==> src/rtl/uart_axi_host_if.sv <==
// AXI-lite style bus between uart_axi_host (master) and the UART peripheral slave port.
`timescale 1ns/1ps
interface uart_axi_host_if;
    logic [31:0] m_awaddr;
    logic        m_awvalid;
    logic        m_awready;
    logic [31:0] m_wdata;
    logic        m_wvalid;
    logic        m_wready;
    logic        m_b_valid;
    logic        m_b_ready;
    logic [1:0]  m_b_response;
    logic [31:0] m_araddr;
    logic        m_arvalid;
    logic        m_arready;
    logic [31:0] m_rdata;
    logic        m_rvalid;
    logic        m_rready;

    modport master (
        output m_awaddr, m_awvalid, m_wdata, m_wvalid, m_b_ready, m_araddr, m_arvalid, m_rready,
        input  m_awready, m_wready, m_b_valid, m_b_response, m_arready, m_rdata, m_rvalid
    );

    modport slave (
        input  m_awaddr, m_awvalid, m_wdata, m_wvalid, m_b_ready, m_araddr, m_arvalid, m_rready,
        output m_awready, m_wready, m_b_valid, m_b_response, m_arready, m_rdata, m_rvalid
    );
endinterface

==> src/rtl/uart_axi_host.sv <==
// AXI-lite initiator: local TX bytes become UART writes, RX FIFO is polled into a local byte stream.
// Optional macro UART_AXI_HOST_ERR_CNT_EN adds a saturating 8-bit err_count output.
`timescale 1ns/1ps
module uart_axi_host #(
    parameter logic [31:0] UART_BASE = 32'h0000_0000,
    parameter logic [15:0] POLL_GAP  = 16'd16,
    parameter logic [7:0]  RD_WAIT   = 8'd4,
    parameter logic [15:0] B_TIMEOUT = 16'd2048
) (
    input  logic       clk,
    input  logic       rst,
    input  logic [7:0] tx_data,
    input  logic       tx_valid,
    output logic       tx_ready,
    output logic [7:0] rx_data,
    output logic       rx_valid,
    input  logic       rx_ready,
    output logic       err,
`ifdef UART_AXI_HOST_ERR_CNT_EN
    output logic [7:0] err_count,
`endif
    uart_axi_host_if.master bus
);

    typedef enum logic [1:0] {
        W_IDLE = 2'd0,
        W_ADDR = 2'd1,
        W_RESP = 2'd2
    } w_state_t;

    typedef enum logic [2:0] {
        R_IDLE = 3'd0,
        R_ADDR = 3'd1,
        R_DATA = 3'd2,
        R_HOLD = 3'd3,
        R_GAP  = 3'd4
    } r_state_t;

    w_state_t    w_state_r;
    r_state_t    r_state_r;
    logic        tx_ready_r;
    logic [7:0]  wdata_r;
    logic        awvalid_r;
    logic        wvalid_r;
    logic        b_ready_r;
    logic        err_r;
    logic [15:0] b_timer_r;
    logic        arvalid_r;
    logic        rready_r;
    logic        rx_valid_r;
    logic [7:0]  rx_data_r;
    logic [7:0]  wait_cnt_r;
    logic [15:0] gap_cnt_r;
    logic        aw_left_s;
    logic        w_left_s;
    logic        rdata_unused_s;

    // A channel is still pending only if its valid is up and its ready was not seen this cycle.
    assign aw_left_s      = awvalid_r & ~bus.m_awready;
    assign w_left_s       = wvalid_r & ~bus.m_wready;
    assign rdata_unused_s = ^bus.m_rdata[31:8];

    assign tx_ready      = tx_ready_r;
    assign rx_data       = rx_data_r;
    assign rx_valid      = rx_valid_r;
    assign err           = err_r;
    assign bus.m_awaddr  = UART_BASE;
    assign bus.m_araddr  = UART_BASE;
    assign bus.m_awvalid = awvalid_r;
    assign bus.m_wdata   = {24'h00_0000, wdata_r};
    assign bus.m_wvalid  = wvalid_r;
    assign bus.m_b_ready = b_ready_r;
    assign bus.m_arvalid = arvalid_r;
    assign bus.m_rready  = rready_r;

    // Write FSM: one byte per AXI write, response or timeout closes the transaction.
    always_ff @(posedge clk) begin
        if (!rst) begin
            w_state_r  <= W_IDLE;
            tx_ready_r <= 1'b1;
            wdata_r    <= 8'h00;
            awvalid_r  <= 1'b0;
            wvalid_r   <= 1'b0;
            b_ready_r  <= 1'b0;
            err_r      <= 1'b0;
            b_timer_r  <= 16'd0;
        end else begin
            err_r <= 1'b0;
            case (w_state_r)
                W_IDLE: begin
                    // tx_ready is low on the re-entry cycle, so a byte is only taken once it is back up.
                    if (tx_ready_r && tx_valid) begin
                        wdata_r    <= tx_data;
                        awvalid_r  <= 1'b1;
                        wvalid_r   <= 1'b1;
                        tx_ready_r <= 1'b0;
                        w_state_r  <= W_ADDR;
                    end else begin
                        tx_ready_r <= 1'b1;
                    end
                end
                W_ADDR: begin
                    if (awvalid_r && bus.m_awready) begin
                        awvalid_r <= 1'b0;
                    end
                    if (wvalid_r && bus.m_wready) begin
                        wvalid_r <= 1'b0;
                    end
                    if (!aw_left_s && !w_left_s) begin
                        b_ready_r <= 1'b1;
                        b_timer_r <= 16'd0;
                        w_state_r <= W_RESP;
                    end
                end
                W_RESP: begin
                    if (bus.m_b_valid) begin
                        b_ready_r <= 1'b0;
                        err_r     <= (bus.m_b_response != 2'b00);
                        w_state_r <= W_IDLE;
                    end else if (b_timer_r == B_TIMEOUT - 16'd1) begin
                        b_ready_r <= 1'b0;
                        err_r     <= 1'b1;
                        w_state_r <= W_IDLE;
                    end else begin
                        b_timer_r <= b_timer_r + 16'd1;
                    end
                end
                default: begin
                    tx_ready_r <= 1'b0;
                    awvalid_r  <= 1'b0;
                    wvalid_r   <= 1'b0;
                    b_ready_r  <= 1'b0;
                    w_state_r  <= W_IDLE;
                end
            endcase
        end
    end

    // Read FSM: poll the RX FIFO, hold a returned byte until consumed, back off when empty.
    always_ff @(posedge clk) begin
        if (!rst) begin
            r_state_r  <= R_IDLE;
            arvalid_r  <= 1'b0;
            rready_r   <= 1'b0;
            rx_valid_r <= 1'b0;
            rx_data_r  <= 8'h00;
            wait_cnt_r <= 8'd0;
            gap_cnt_r  <= 16'd0;
        end else begin
            case (r_state_r)
                R_IDLE: begin
                    if (!rx_valid_r) begin
                        arvalid_r <= 1'b1;
                        r_state_r <= R_ADDR;
                    end
                end
                R_ADDR: begin
                    if (bus.m_arready) begin
                        arvalid_r  <= 1'b0;
                        rready_r   <= 1'b1;
                        wait_cnt_r <= 8'd0;
                        r_state_r  <= R_DATA;
                    end
                end
                R_DATA: begin
                    // rready drops on the capturing edge so the slave pops exactly one byte.
                    if (bus.m_rvalid) begin
                        rx_data_r  <= bus.m_rdata[7:0];
                        rx_valid_r <= 1'b1;
                        rready_r   <= 1'b0;
                        r_state_r  <= R_HOLD;
                    end else if (wait_cnt_r == RD_WAIT - 8'd1) begin
                        rready_r  <= 1'b0;
                        gap_cnt_r <= 16'd0;
                        r_state_r <= R_GAP;
                    end else begin
                        wait_cnt_r <= wait_cnt_r + 8'd1;
                    end
                end
                R_HOLD: begin
                    if (rx_ready) begin
                        rx_valid_r <= 1'b0;
                        r_state_r  <= R_IDLE;
                    end
                end
                R_GAP: begin
                    if (gap_cnt_r == POLL_GAP - 16'd1) begin
                        r_state_r <= R_IDLE;
                    end else begin
                        gap_cnt_r <= gap_cnt_r + 16'd1;
                    end
                end
                default: begin
                    arvalid_r  <= 1'b0;
                    rready_r   <= 1'b0;
                    rx_valid_r <= 1'b0;
                    r_state_r  <= R_IDLE;
                end
            endcase
        end
    end

`ifdef UART_AXI_HOST_ERR_CNT_EN
    logic [7:0] err_count_r;

    // Saturating tally of err pulses; only reset clears it.
    always_ff @(posedge clk) begin
        if (!rst) begin
            err_count_r <= 8'h00;
        end else if (err_r && (err_count_r != 8'hFF)) begin
            err_count_r <= err_count_r + 8'h01;
        end
    end

    assign err_count = err_count_r;
`endif

endmodule

==> src/flat_wrapper.sv <==
// flat-port wrapper written by rule: the top's interface ports become plain ports
module uart_axi_host_flat 
#(
    parameter logic [31:0] UART_BASE = 32'h0000_0000,
    parameter logic [15:0] POLL_GAP  = 16'd16,
    parameter logic [7:0]  RD_WAIT   = 8'd4,
    parameter logic [15:0] B_TIMEOUT = 16'd2048
)
  (clk, rst, tx_data, tx_valid, tx_ready, rx_data, rx_valid, rx_ready, err, bus_m_awaddr, bus_m_awvalid, bus_m_wdata, bus_m_wvalid, bus_m_b_ready, bus_m_araddr, bus_m_arvalid, bus_m_rready, bus_m_awready, bus_m_wready, bus_m_b_valid, bus_m_b_response, bus_m_arready, bus_m_rdata, bus_m_rvalid);
  uart_axi_host_if bus_i ();
  input  logic clk;
  input  logic rst;
  input  logic [7:0] tx_data;
  input  logic tx_valid;
  output logic tx_ready;
  output logic [7:0] rx_data;
  output logic rx_valid;
  input  logic rx_ready;
  output logic err;
  output wire logic [$bits(bus_i.m_awaddr)-1:0] bus_m_awaddr;
  output wire logic [$bits(bus_i.m_awvalid)-1:0] bus_m_awvalid;
  output wire logic [$bits(bus_i.m_wdata)-1:0] bus_m_wdata;
  output wire logic [$bits(bus_i.m_wvalid)-1:0] bus_m_wvalid;
  output wire logic [$bits(bus_i.m_b_ready)-1:0] bus_m_b_ready;
  output wire logic [$bits(bus_i.m_araddr)-1:0] bus_m_araddr;
  output wire logic [$bits(bus_i.m_arvalid)-1:0] bus_m_arvalid;
  output wire logic [$bits(bus_i.m_rready)-1:0] bus_m_rready;
  input wire logic [$bits(bus_i.m_awready)-1:0] bus_m_awready;
  input wire logic [$bits(bus_i.m_wready)-1:0] bus_m_wready;
  input wire logic [$bits(bus_i.m_b_valid)-1:0] bus_m_b_valid;
  input wire logic [$bits(bus_i.m_b_response)-1:0] bus_m_b_response;
  input wire logic [$bits(bus_i.m_arready)-1:0] bus_m_arready;
  input wire logic [$bits(bus_i.m_rdata)-1:0] bus_m_rdata;
  input wire logic [$bits(bus_i.m_rvalid)-1:0] bus_m_rvalid;
  assign bus_m_awaddr = bus_i.m_awaddr;
  assign bus_m_awvalid = bus_i.m_awvalid;
  assign bus_m_wdata = bus_i.m_wdata;
  assign bus_m_wvalid = bus_i.m_wvalid;
  assign bus_m_b_ready = bus_i.m_b_ready;
  assign bus_m_araddr = bus_i.m_araddr;
  assign bus_m_arvalid = bus_i.m_arvalid;
  assign bus_m_rready = bus_i.m_rready;
  assign bus_i.m_awready = bus_m_awready;
  assign bus_i.m_wready = bus_m_wready;
  assign bus_i.m_b_valid = bus_m_b_valid;
  assign bus_i.m_b_response = bus_m_b_response;
  assign bus_i.m_arready = bus_m_arready;
  assign bus_i.m_rdata = bus_m_rdata;
  assign bus_i.m_rvalid = bus_m_rvalid;
  uart_axi_host #(.UART_BASE(UART_BASE), .POLL_GAP(POLL_GAP), .RD_WAIT(RD_WAIT), .B_TIMEOUT(B_TIMEOUT)) u_core (.clk(clk), .rst(rst), .tx_data(tx_data), .tx_valid(tx_valid), .tx_ready(tx_ready), .rx_data(rx_data), .rx_valid(rx_valid), .rx_ready(rx_ready), .err(err), .bus(bus_i));
endmodule
==> config.mk <==
export PLATFORM = sky130hd
export DESIGN_NAME = uart_axi_host_flat
export DESIGN_NICKNAME = d
export VERILOG_FILES = /design/src/rtl/uart_axi_host_if.sv /design/src/rtl/uart_axi_host.sv /design/src/flat_wrapper.sv
export SDC_FILE = /design/constraint.sdc
export NUM_CORES = 1
export LEC_CHECK = 0
export ABC_AREA = 1
export BUFFER_PORTS_ARGS = -buffer_cell sky130_fd_sc_hd__clkbuf_2
export CAP_MARGIN = 20
export CORE_ASPECT_RATIO = 0.7
export CORE_MARGIN = 2
export CORE_UTILIZATION = 41
export DETAILED_ROUTE_END_ITERATION = 10
export GPL_ROUTABILITY_DRIVEN = 0
export PLACE_DENSITY = 0.68
export SETUP_SLACK_MARGIN = 0.02
export SLEW_MARGIN = 25
export SYNTH_ARGS = -nofsm -noshare
export SYNTH_HDL_FRONTEND = slang
export SYNTH_SLANG_ARGS = --single-unit
==> constraint.sdc <==
create_clock -name clk -period 2.9 [get_ports clk]
set_input_delay 0.145 -clock clk [delete_from_list [all_inputs] [get_ports clk]]
set_output_delay 0.145 -clock clk [all_outputs]
set_load 0.05 [all_outputs]
==> results of run 1 <==
==> power groups by stage <==
stage / Sequential (mW) / Combinational (mW) / Clock (mW)
2_1_floorplan: 1.41 / 0.924 / 0
3_3_place_gp: 1.15 / 1.36 / 0
3_5_place_dp: 1.14 / 1.37 / 0
4_1_cts: 1.12 / 1.37 / 1.22
5_1_grt: 1.14 / 1.51 / 1.27
6_report: 1.13 / 1.38 / 1.19
==> worst max-delay path, stage by stage (launching register included) <==
cell and delay [ns]:
sky130_fd_sc_hd__dfxtp_1 0.43, sky130_fd_sc_hd__ha_1 0.29, sky130_fd_sc_hd__nand2_2 0.11, sky130_fd_sc_hd__nor2_4 0.15, sky130_fd_sc_hd__inv_2 0.07, sky130_fd_sc_hd__nor2_1 0.10
sky130_fd_sc_hd__nand2_1 0.09, sky130_fd_sc_hd__nand2_4 0.21, sky130_fd_sc_hd__nand2_2 0.14, sky130_fd_sc_hd__nor2_4 0.16, sky130_fd_sc_hd__nand2_1 0.07, sky130_fd_sc_hd__nand2_1 0.05
==> per-layer routing <==
layer	vias up	part of all wire
met1	1813	0.53
met2	157	0.38
li1	2177	-
met4	0	0.010
met3	10	0.083
met5	-	0
==> how the worst max path moves through the flow <==
stage / slack (ns) / cells after the start / endpoint / from
detailed placement: 0.98 / 11 / u_core.gap_cnt_r[13] / u_core.gap_cnt_r[0]
finish: 0.94 / 11 / u_core.gap_cnt_r[13] / u_core.gap_cnt_r[0]
global route: 0.72 / 11 / u_core.gap_cnt_r[14] / u_core.gap_cnt_r[0]
floorplan: 1.38 / 8 / u_core.w_state_r[1] / u_core.bus.m_awvalid
CTS: 0.96 / 11 / u_core.gap_cnt_r[13] / u_core.gap_cnt_r[0]
global placement: 1.01 / 11 / u_core.gap_cnt_r[1] / u_core.gap_cnt_r[0]
==> cell usage in the layout (no fill, tap or decap), drive strengths merged <==
cell	synthesis	routed
nor3	8	8
or2	1	1
o21bai	3	3
clkinv	2	5
clkinvlp	0	1
conb	1	88
nor3b	4	4
a21oi	47	47
o211ai	1	1
o31ai	1	1
xor2	1	1
o21ai	19	19
bufinv	0	2
inv	73	73
buf	97	5
nand2	169	169
nand4	23	23
dfxtp	69	69
nor2	86	86
o22ai	1	1
ha	6	6
clkbuf	7	60
nand3	82	82
==> cells by family after synthesis <==
logic type	share of synthesized area
and+or+nand+nor	0.367
buffers and inverters	0.225
AOI/OAI and AO/OA	0.0862
DFF	0.303
adders and majority gates	0.0165
xor gates and xnor gates	0.00192
other	0.000823
==> state kept, by name (all words and copies together) (netlist names) <==
name and flops:
u_core.rx_data 8, u_core.wait_cnt_r 8, u_core.bus.m_wvalid 1, u_core.tx_ready 1
u_core.err 1, u_core.bus.m_rready 1, u_core.wdata_r 8, u_core.w_state_r 2
u_core.r_state_r 3, u_core.bus.m_awvalid 1, u_core.b_timer_r 16, u_core.gap_cnt_r 16
u_core.bus.m_b_ready 1, u_core.bus.m_arvalid 1, u_core.rx_valid 1
==> through the flow <==
stage | utilization | setup slack [ns] | area (um2)
final | 0.452 | 0.939 | 4950
after global placement | 0.423 | 1.01 | 4620
after CTS | 0.452 | 0.957 | 4950
after detailed placement | 0.423 | 0.977 | 4620
after global routing | 0.452 | 0.719 | 4950
after floorplan | - | 1.38 | 4880
==> layout make-up <==
class | instances | area (um2) | share of cell area
multi-input cells | 540 | 2480 | 0.501
flip-flops and latches | 69 | 1380 | 0.279
repair buffers | 55 | 288 | 0.0582
inverters | 75 | 283 | 0.0572
clock buffers | 10 | 239 | 0.0483
well taps | 153 | 191 | 0.0387
clock inverters | 6 | 86.3 | 0.0175
==> summary.md, run 1 <==
| Metric | Value |
|---|---|
| Cell total after placement | 892 |
| Mean number of vias per cell | 4.58 |
| Worst reg2reg setup slack | 0.94 ns |
| Sequential fraction of the synthesis area | 0.303 |
| Reg2reg path depth | 11 |
| Post-CTS setup buffer count | 0 |
| Commonest register cell after synthesis | sky130_fd_sc_hd__dfxtp_1 |
| Number of setup violations in the final report | 0 |
| Number of global-route vias before repair | 3508 |
| Root buf cell | sky130_fd_sc_hd__clkbuf_16 |
| DRC violations left | 0 |
| Library cell occupying the most area in the post-synthesis netlist | sky130_fd_sc_hd__dfxtp_1 |
| Warning count from the yosys run | 0 |
| Clock share of power | 0.322 |
| Number of nets in the finished design | between 800 and 900 |
| Maximum VDD drop | 0.480 mV |
| Syn Inst Count | 701 |
| Maximum number of pins on one net before global-route repair | 39 |
| Reg-to-reg critical path startpoint | u_core.gap_cnt_r[0] |
| Overall via count from detail_route | a little over 4k |
| Relative area change from synthesis to final layout | 8.57% |
| Starting Density | 0.417 |
| Layout cells sized above 1 | 0.131 |
| Routed wirelength normalized by instance count | 10.9 um |
| Hold worst-path end | u_core.rx_data[1] |
| Clock Tree Buf Depth | 2 |
| Final total power | 3.69 mW |
| Count of port buffers added during placement | 50 |
| FFs w/ async S/R, synth | 0 |
| Clock sink total | 69 |
| Synthesized area divided by synthesized cell count | 6.50 um2 |
| Data arrival time of the worst path | approximately 2.2 ns |
| Count of max-cap constraint violations | 0 |
| Final sum of negative setup slack | 0 ns |
| Total inserted antenna cells | 0 |
| Quantity of gates resized following cts | 0 |
| Number of top-level pins | 163 |
| Switching power share of the total | 0.426 |
| Top cells by instance count after synthesis | sky130_fd_sc_hd__nand2_1 (163), sky130_fd_sc_hd__buf_4 (88), sky130_fd_sc_hd__nor2_1 (81) |
| Die width | 130 um |
| Final global-route overflow total | 0 |
| Insertion delay of the later-clocked pin in the worst-skew pair | 0.34 ns |
| Most Used Layer, Global Route | met1 |
| Met3 track utilization from global routing | 0.0490 |
| Met1 track demand over resource in global routing | 0.272 |
| Critical path capture point type | register |
| Fin. max-slew vios | 0 |
| Worst reg2reg path endpoint | u_core.gap_cnt_r[13] |
| Combined global-route utilization of all metal layers | 0.173 |
| Crit Path Category | register to register |
| Worst hold-check slack | 0.0624 ns |
| Fill cells | 1148 |
| H-Tree Depth | 3 |
| Number of cells traversed by the worst hold path | 3 |
| Drt total wl | 9920 um |
| Final cycle utilization of the critical path | 0.676 |
| TritonCTS buffer count | 9 |
| Half-perimeter wire length of the detailed placement result | about 7200 um |
| Result of the run | completed |
| Remaining antenna violation count after routing | 0 |
| Leakage power | 2.34 nW |
| Biggest area contributors in the synthesized netlist | sky130_fd_sc_hd__dfxtp_1 (30%), sky130_fd_sc_hd__buf_4 (15%), sky130_fd_sc_hd__nand2_1 (13%) |
| Die outline height | 92.2 um |
| Final instance count without filler cells | 908 |
| Maximum clock frequency | 0.510 GHz |
| Pint | 2.12 mW |
| Part of the power in registers | 0.305 |
| Area of the mapped netlist | 0.00456 mm2 |
| Cell area power density | approximately 750 mW/mm2 |
| Min-Delay Startpoint | bus_m_rdata[1] |
| Initial detailed-routing violation count | 305 |
| Wire length of the first global-routing pass | 16700 um |
| Most common cell in the synthesized netlist | sky130_fd_sc_hd__nand2_1 |
| Final count of hold timing violations | 0 |
| Die Area | approximately 0.012 mm2 |
| Flop and latch count out of synthesis | 69 |
| Floorplan core area | around 0.011 mm2 |
| Netlist cell types | 34 |
| Type of origin of the critical path | register |
| Top cell type's share of synthesized area | 0.303 |
| Path type of the worst min-delay path | input port to register |
| Min cycle time layout | between 1.5 and 2 ns |
| Number of synthesized flops with an enable pin | 0 |
| Global-route met2 utilization | 0.221 |
| Worst clock skew on the final layout | 0.00829 ns |
| Clock tree from TritonCTS | yes |
| Proportion of power drawn by combinational gates | 0.373 |
| RSZ-0062 raised after global routing | no |
| Worst endpoint required time | 3.18 ns |
| Standard-cell row count | 32 |
| Clock transition at the registers of the reported paths | 0.06 ns |
| Reported net switching power | ~1.6 mW |
| Hold buffers post-CTS | 0 |
| Max Fanout on Critical Path | 18 |
| Number of antenna violations at the first check in global routing | 0 |
| Number of detailed-routing iterations run before antenna repair | 6 |
No activity file was read; power rests on OpenSTA's default activity.
==> inputs of run 2 (changes only) <==
==> constraint.sdc (replaced) <==
create_clock -name clk -period 2 [get_ports clk]
set_input_delay 0.1 -clock clk [delete_from_list [all_inputs] [get_ports clk]]
set_output_delay 0.1 -clock clk [all_outputs]
set_load 0.05 [all_outputs]
==> summary.md, run 2 (synthesized netlist as in run 1, its figures left out) <==
| Metric | Value |
|---|---|
| Number of global-route vias before repair | 3384 |
| Final cell area excluding filler cells | between 0.005 and 0.006 mm2 |
| Number of nets in the finished design | between 800 and 900 |
| Root buf cell | sky130_fd_sc_hd__clkbuf_16 |
| Leakage power | 2.40 nW |
| Fill cells | 1116 |
| Final count of hold timing violations | 0 |
| Insertion delay of the later-clocked pin in the worst-skew pair | 0.34 ns |
| Number of setup violations in the final report | 0 |
| Standard-cell row count | 32 |
| Die outline height | 92.2 um |
| Clock Tree Buf Depth | 2 |
| Worst clock skew on the final layout | 0.00704 ns |
| Half-perimeter wire length of the detailed placement result | 7510 um |
| Cell area power density | 1100 mW/mm2 |
| Number of top-level pins | 163 |
| DRC violations left | 0 |
| Critical path capture point type | register |
| Mean number of vias per cell | 4.54 |
| Crit Path Category | register to register |
| Total inserted antenna cells | 0 |
| Min cycle time layout | 1.72 ns |
| Drt total wl | 10100 um |
| Maximum clock frequency | just under 0.6 GHz |
| H-Tree Depth | 3 |
| Worst hold-check slack | 0.00359 ns |
| Overall via count from detail_route | 4169 |
| Type of origin of the critical path | register |
| Final global-route overflow total | 0 |
| Layout cells sized above 1 | 0.144 |
| Count of max-cap constraint violations | 0 |
| Final total power | 5.54 mW |
| End-of-flow core utilization | 0.463 |
| Path type of the worst min-delay path | input port to register |
| Clock transition at the registers of the reported paths | roughly 0.06 ns |
| TritonCTS buffer count | 9 |
| Routed wirelength normalized by instance count | 11.0 um |
| Remaining antenna violation count after routing | 0 |
| Starting Density | 0.417 |
| Initial detailed-routing violation count | 434 |
| Final sum of negative setup slack | 0 ns |
| Worst endpoint required time | about 2.3 ns |
| Max Fanout on Critical Path | 8 |
| Maximum number of pins on one net before global-route repair | 20 |
| Number of antenna violations at the first check in global routing | 0 |
| Fin. max-slew vios | 0 |
| Maximum VDD drop | 0.565 mV |
| Clock tree from TritonCTS | yes |
| Clock sink total | 69 |
| Number of detailed-routing iterations run before antenna repair | 5 |
| Leading cell type in the layout, fill and taps excluded | sky130_fd_sc_hd__nand2_1 |
| Count of port buffers added during placement | 50 |
| Result of the run | completed |
| Commonest cells after routing, fill and taps aside | sky130_fd_sc_hd__nand2_1 (163), sky130_fd_sc_hd__conb_1 (88), sky130_fd_sc_hd__nor2_1 (81), sky130_fd_sc_hd__nand3_1 (78), sky130_fd_sc_hd__dfxtp_1 (69) |
| Wire length of the first global-routing pass | 16400 um |
| Combined global-route utilization of all metal layers | 0.173 |
| Floorplan core area | 0.0109 mm2 |
| Die width | ~130 um |
| Data arrival time of the worst path | approximately 2.0 ns |
| Registers with the highest flip-flop counts | u_core.b_timer_r: 16 flops, u_core.gap_cnt_r: 16 flops |
| Final cycle utilization of the critical path | 0.860 |
| Total placed instance area | 0.00467 mm2 |
| Die Area | 0.0120 mm2 |
| RSZ-0062 raised after global routing | no |
| Relative area change from synthesis to final layout | 11.0% |
[run 2: changes by cell type in the layout (fill, tap and decap cells not counted), sizes merged]
cell,change
buf,+10
clkinv,-2
bufinv,+1
clkbuf,+1
[run 2: report_power, final]
part	leakage [nW]	internal [mW]	total (mW)	switching, mW
registers	0.560	1.53	1.63	0.106
clock network	0.172	1.29	1.90	0.610
logic	1.66	0.431	2.01	1.58
total	2.40	3.25	5.54	2.29
[run 2: layer usage]
layer	up-vias	global-route usage	share of wire
li1	2188	-	-
met1	1780	0.268	0.52
met2	188	0.222	0.37
met3	13	0.0473	0.094
met4	0	0.0600	0.014
met5	-	0	0
[run 2: through the flow]
| stage | cells | setup WS [ns] |
|---|---|---|
| CTS | 915 | 0.197 |
| global route | 918 | 0.0903 |
| global placement | 899 | 0.235 |
| detailed placement | 899 | 0.209 |
| floorplan | 788 | 0.479 |
| finish | 918 | 0.280 |
[run 2: layout make-up]
type,count,area (um2),area share
Clock buffer,11,253,0.0500
Tap cell,153,191,0.0379
Clock inverter,5,106,0.0210
Inverter,75,283,0.0559
Multi-Input combinational cell,540,2480,0.490
Timing Repair Buffer,65,363,0.0717
Sequential cell,69,1380,0.273
[run 2: what timing repair did]
action                                  CTS  global route
endpoints found under the setup margin    0             5
gates resized for setup                   0             1
hold buffers                              0             0
setup buffers                             0             3
[run 2: critical path, stage by stage, from the launching register on]
cell	delay, ns
sky130_fd_sc_hd__dfxtp_1	0.38
sky130_fd_sc_hd__ha_2	0.25
sky130_fd_sc_hd__nand2_2	0.09
sky130_fd_sc_hd__nor2_4	0.16
sky130_fd_sc_hd__inv_2	0.06
sky130_fd_sc_hd__nor2_1	0.10
sky130_fd_sc_hd__nand2_1	0.09
sky130_fd_sc_hd__nand2_4	0.13
sky130_fd_sc_hd__nand2_2	0.11
sky130_fd_sc_hd__nor2_4	0.17
sky130_fd_sc_hd__nand2_1	0.07
sky130_fd_sc_hd__nand2_1	0.05
[run 2: worst paths after layout]
check | from | to | slack [ns] | cells after the start
worst max-delay path | u_core.gap_cnt_r[1] | u_core.gap_cnt_r[14] | 0.28 | 11
worst min-delay path | bus_m_rdata[7] | u_core.rx_data[7] | 0.004 | 3
worst max register to register | u_core.gap_cnt_r[1] | u_core.gap_cnt_r[14] | 0.28 | 11
worst min register to register | u_core.gap_cnt_r[15] | u_core.gap_cnt_r[15] | 0.46 | 2
